**config.mk**
```make
export PLATFORM = sky130hd
export DESIGN_NAME = cdc_hs_tx
export DESIGN_NICKNAME = d
export VERILOG_FILES = /design/src/rtl/cdc_hs_pkg.sv /design/src/rtl/cdc_ack_sync.sv /design/src/rtl/cdc_hs_tx.sv
export SDC_FILE = /design/constraint.sdc
export NUM_CORES = 1
export LEC_CHECK = 0
export BUFFER_PORTS_ARGS = -buffer_cell sky130_fd_sc_hd__buf_2
export CORE_MARGIN = 4
export CORE_UTILIZATION = 48
export CTS_CLUSTER_SIZE = 14
export DETAILED_ROUTE_END_ITERATION = 16
export PLACE_DENSITY = 0.76
export SLEW_MARGIN = 5
export SYNTH_ARGS = -nofsm -noshare
export SYNTH_HDL_FRONTEND = slang
export SYNTH_HIERARCHICAL = 1
export SYNTH_SLANG_ARGS = --single-unit
```
**constraint.sdc**
```tcl
create_clock -name clk_src -period 1.99 [get_ports clk_src]
set_clock_uncertainty 0.1 [all_clocks]
set_input_delay 0.2985 -clock clk_src [delete_from_list [all_inputs] [get_ports clk_src]]
set_output_delay 0.2985 -clock clk_src [all_outputs]
set_load 0.005 [all_outputs]
```
**src/rtl/cdc_hs_pkg.sv**
```systemverilog
// Shared definitions for the req/ack CDC handshake pair (source and destination ends).
// State encoding is common to both ends so debug views decode identically.
package cdc_hs_pkg;

  localparam int unsigned ST_W = 2;

  localparam logic [ST_W-1:0] ST_IDLE   = 2'd0;
  localparam logic [ST_W-1:0] ST_REQ_HI = 2'd1;
  localparam logic [ST_W-1:0] ST_REQ_LO = 2'd2;

  // Counter width able to hold 0..n-1, never narrower than one bit.
  function automatic int unsigned cnt_width(input int unsigned n);
    return (n > 2) ? $clog2(n) : 1;
  endfunction

endpackage

```
**src/rtl/cdc_ack_sync.sv**
```systemverilog
// Multi-flop synchroniser for the asynchronous ack level returning from the
// destination domain. Synchronous active-high reset clears every stage.
module cdc_ack_sync #(
  parameter int unsigned STAGES = 2
) (
  input  logic clk,
  input  logic rst,
  input  logic d,
  output logic q
);

  logic [STAGES-1:0] sr;

  always_ff @(posedge clk) begin
    if (rst) begin
      sr <= '0;
    end else begin
      sr <= {sr[STAGES-2:0], d};
    end
  end

  assign q = sr[STAGES-1];

endmodule

```
**src/rtl/cdc_hs_tx.sv**
```systemverilog
// Source end of a four-phase req/ack CDC handshake: accepts a word on valid/ready,
// holds it on tx_data while tx_req is high, and waits for ack to return to zero.
// Optional REQ_HI timeout with sticky error flag: define CDC_TX_TIMEOUT_EN.
module cdc_hs_tx
  import cdc_hs_pkg::*;
#(
  parameter int unsigned DATA_W         = 8,
  parameter int unsigned SYNC_STAGES    = 2,
  parameter int unsigned TIMEOUT_CYCLES = 256
) (
  input  logic              clk_src,
  input  logic              rst,
  input  logic              src_valid,
  input  logic [DATA_W-1:0] src_data,
  output logic              src_ready,
  output logic              tx_req,
  output logic [DATA_W-1:0] tx_data,
  input  logic              tx_ack_async,
  output logic              done,
  output logic              busy,
  output logic              err_timeout
);

  if (SYNC_STAGES < 2 || SYNC_STAGES > 4) begin : g_bad_sync_stages
    $error("cdc_hs_tx: SYNC_STAGES must be within 2..4");
  end
  if (TIMEOUT_CYCLES < 2) begin : g_bad_timeout
    $error("cdc_hs_tx: TIMEOUT_CYCLES must be at least 2");
  end

  logic              ack_s;
  logic [ST_W-1:0]   state;
  logic [ST_W-1:0]   state_nxt;
  logic              tx_req_nxt;
  logic [DATA_W-1:0] tx_data_nxt;
  logic              done_nxt;
  logic              busy_nxt;
  logic              accept;

  cdc_ack_sync #(
    .STAGES (SYNC_STAGES)
  ) u_ack_sync (
    .clk (clk_src),
    .rst (rst),
    .d   (tx_ack_async),
    .q   (ack_s)
  );

  // A stale high ack must clear before a new request may be launched.
  assign src_ready = (state == ST_IDLE) && !ack_s;
  assign accept    = src_valid && src_ready;

`ifdef CDC_TX_TIMEOUT_EN
  localparam int unsigned CNT_W = cnt_width(TIMEOUT_CYCLES);

  logic [CNT_W-1:0] cnt;
  logic [CNT_W-1:0] cnt_nxt;
  logic             expired;
  logic             err_nxt;

  assign expired = (cnt == CNT_W'(TIMEOUT_CYCLES - 1));
`endif

  // Next-state and next-output decode.
  always_comb begin
    state_nxt   = state;
    tx_req_nxt  = tx_req;
    tx_data_nxt = tx_data;
    done_nxt    = 1'b0;
`ifdef CDC_TX_TIMEOUT_EN
    err_nxt     = err_timeout;
`endif
    case (state)
      ST_IDLE: begin
        if (accept) begin
          tx_data_nxt = src_data;
          tx_req_nxt  = 1'b1;
          state_nxt   = ST_REQ_HI;
        end
      end
      ST_REQ_HI: begin
        if (ack_s) begin
          tx_req_nxt = 1'b0;
          state_nxt  = ST_REQ_LO;
        end
`ifdef CDC_TX_TIMEOUT_EN
        else if (expired) begin
          tx_req_nxt = 1'b0;
          err_nxt    = 1'b1;
          state_nxt  = ST_REQ_LO;
        end
`endif
      end
      ST_REQ_LO: begin
        if (!ack_s) begin
          done_nxt  = 1'b1;
          state_nxt = ST_IDLE;
        end
      end
      default: begin
        tx_req_nxt = 1'b0;
        state_nxt  = ST_IDLE;
      end
    endcase
    busy_nxt = (state_nxt != ST_IDLE);
  end

  always_ff @(posedge clk_src) begin
    if (rst) begin
      state <= ST_IDLE;
    end else begin
      state <= state_nxt;
    end
  end

  always_ff @(posedge clk_src) begin
    if (rst) begin
      tx_req  <= 1'b0;
      tx_data <= '0;
      done    <= 1'b0;
      busy    <= 1'b0;
    end else begin
      tx_req  <= tx_req_nxt;
      tx_data <= tx_data_nxt;
      done    <= done_nxt;
      busy    <= busy_nxt;
    end
  end

`ifdef CDC_TX_TIMEOUT_EN
  // Wait counter only advances while REQ_HI persists; any state change clears it.
  always_comb begin
    cnt_nxt = '0;
    if (state == ST_REQ_HI && state_nxt == ST_REQ_HI) begin
      cnt_nxt = cnt + CNT_W'(1);
    end
  end

  always_ff @(posedge clk_src) begin
    if (rst) begin
      cnt         <= '0;
      err_timeout <= 1'b0;
    end else begin
      cnt         <= cnt_nxt;
      err_timeout <= err_nxt;
    end
  end
`else
  assign err_timeout = 1'b0;
`endif

endmodule

```
==> flow_summary.yaml <==
run_status:
  status: "complete, no violations"
floorplan:
  start_util: 0.533
  fp-row-count: 12
  chipWidth_um: 44.1
  die-area_sq_um: 1940
  core_area_sq_um: 1170
  ios: 25
  dieHeight_um: 44.1
setup_path:
  crit_path_top_delay_cell: "dfxtp_1"
  reg2reg_to: "tx_data[0]"
  ff2ff_setup_slack_ns: 0.72
  critPathRequiredTime_ns: 1.59
  max_stage_delay_ns: 0.38
  worst-path-max-fanout: 6
  r2r_start: "state[0]"
  cp.arrival_ns: 1.06
  reg2reg_depth: 3
  setup.worst_path.start_class: "flop"
  cp_cell_sequence: "nor3_1 -> buf_2"
  end_kind: "output port"
  critical_path_class: "flop to output port"
cts:
  insertion_delay_ns: 0.28
  ctsResizeCount: 0
  cts.sinks: 15
  htreeDepth: 1
  cts_root_buf: "clkbuf_4"
  clock_path_buffers: 2
  cts_tree: "done"
  post_cts_buffers: 0
  cts_hold_buf: 0
  clkTransAtPathRegs_ns: 0.09
  numCtsBuffers: 3
timing:
  timing.setup.tns_ns: 0
  max_clock_freq_mhz: 684
  rsz0062_at_grt: "no"
  fin_crit_sh: 0.735
  finalHoldViolCount: 0
  setup_viol: 0
  period_needed_ns: 1.46
  slew_viol_final: 0
  setup_slack_ns: 0.528
routing:
  via_per_inst: 4.76
  drc_errors: 0
  dr.pass1.iters: 2
  drt_iter0_markers: 8
  antenna_left: 0
  wl_um: 1070
  route.detailed.wl_per_inst_um: 10.9
  num_vias: 466
layout:
  area_delta_synth_final_pct: 22.6
  multi_input_area_sq_um: 290
  insertedDiodeCount: 0
  layout.nets: 97
  post-route-util: 0.654
  drive_gt1_frac: 0.357
  final-seq-area_sq_um: 300
  fillers: 108
power_and_ir_drop:
  power_switching_w: 0.000137
  leakagePower_nw: 0.357
  p_clk_frac: 0.285
  peakVddDrop_uv: 473
  p_per_area_nw_per_um2: 755
  sw_frac_of_total: 0.237
  p_seq_frac: 0.571
  p_comb_frac: 0.144
  design_power_total_w: 0.000578
  p_int_w: 0.000441
synthesis:
  synth-seq-area-share: 0.481
  syn_area_per_cell_sq_um: 10.4
  ys_types: 18
  syn_inst: 60
  synth_top_area_frac: 0.481
  synth_nets: 72
  synth_top_area_cell: "dfxtp_1"
  ys_top_cells_by_area: "dfxtp_1 (48%), nand2b_1 (16%), mux2i_1 (13%)"
  synth-seq-cells: 15
  ys_warn_count: 6
  syn-cell-area_sq_um: 624
global_route:
  grt_pass1_wl_um: 1770
  antenna_found_initial: 0
  globalRouteOverflowTotal: 0
  grt_util_all_layers: 0.124
  grt_pass1_vias: 440
  grt_max_degree: 25
min_path:
  hold_path_depth: 2
  min_from: "tx_ack_async"
  hold_path.class: "input port to flop"
  whs_endpoint: "u_ack_sync/sr[0]"
placement:
  hpwlAfterDp_um: 815
  port_buffers: 23
  gp_congestion: 0.651
  dp_slack_ns: 0.740
job:
  drv_cap: 0
-- power groups by stage --
stage | logic, W | clock network [W] | registers [W]
2_1_floorplan | 0.0000516 | 0 | 0.000338
6_report | 0.0000831 | 0.000165 | 0.000330
3_3_place_gp | 0.0000825 | 0 | 0.000336
3_5_place_dp | 0.0000847 | 0 | 0.000337
4_1_cts | 0.0000848 | 0.000173 | 0.000330
5_1_grt | 0.0000929 | 0.000186 | 0.000333
-- sequential cells by signal (all words and copies together), names as in the netlist --
register       flops
state              2
tx_req             1
u_ack_sync/sr      2
busy               1
tx_data            8
done               1
-- placed cells by master, fill, tap and decap left out --
cell type  count
clkbuf_4       3
nor2_1         2
nor4b_1        1
nor2b_1        3
nor4b_2        1
nand2b_1      16
xnor2_1        1
mux2i_1        8
clkinv_2       1
or3_1          1
buf_4          1
a22o_4         1
buf_2         23
nor3_1         2
conb_1         1
dfxtp_1       15
o21ai_0        1
o32ai_1        1
inv_1          2
-- Yosys cell counts --
library cell	number
nand2b_1	16
dfxtp_1	15
mux2i_1	8
nor2b_1	3
clkbuf_1	2
inv_1	2
nor2_1	2
nor3_1	2
a22o_4	1
buf_4	1
buf_6	1
conb_1	1
nor4b_1	1
nor4b_2	1
o21ai_0	1
o32ai_1	1
or3_1	1
xnor2_1	1
-- how the worst max path moves through the flow --
stage	start	to	slack, ns	depth (start not counted)
finish	state[0]	src_ready	0.53	2
global route	u_ack_sync/sr[1]	src_ready	0.45	2
CTS	state[0]	src_ready	0.52	2
detailed placement	state[0]	tx_data[1]	0.74	3
global placement	state[0]	tx_data[3]	0.78	3
floorplan	u_ack_sync/sr[1]	tx_data[0]	0.85	3
-- final cells by class --
type | count | share of cell area
clock buffer | 3 | 0.0294
clock inverter | 1 | 0.00654
inverter | 2 | 0.00980
multi-input combinational | 39 | 0.379
sequential | 15 | 0.392
tap | 14 | 0.0229
timing repair buffer | 24 | 0.160
-- cells by family after synthesis --
logic type / Yosys count / synth area share
other cells: 1 / 0.00601
simple gates: 26 / 0.267
compound gates: 3 / 0.0501
flops: 15 / 0.481
xor+xnor: 1 / 0.0140
buf+inv: 6 / 0.0541
mux: 8 / 0.128
-- metrics by stage --
| step | hold slack [ns] | area (sq um) | instances |
|---|---|---|---|
| 2_1_floorplan | 0.270 | 624 | 60 |
| 3_3_place_gp | 0.320 | 738 | 94 |
| 3_5_place_dp | 0.336 | 738 | 94 |
| 4_1_cts | 0.132 | 766 | 98 |
| 5_1_grt | 0.171 | 766 | 98 |
| 6_report | 0.136 | 766 | 98 |
-- per-layer routing --
| metal | up-vias | GRT usage | wire length (um) |
|---|---|---|---|
| li1 | 242 | - | - |
| met1 | 206 | 0.137 | 473 |
| met2 | 16 | 0.215 | 498 |
| met3 | 2 | 0.0285 | 93 |
| met4 | 0 | 0.0723 | 5 |
| met5 | - | 0 | 0 |
-- worst max-delay path, delay by kind of cell, from the launching register on --
kind	cells	cell delay, ns
flip-flops	1	0.38
AND/OR/NAND/NOR	1	0.25
buffers and inverters	1	0.16
Note: power is estimated with default switching activity, not from simulation.
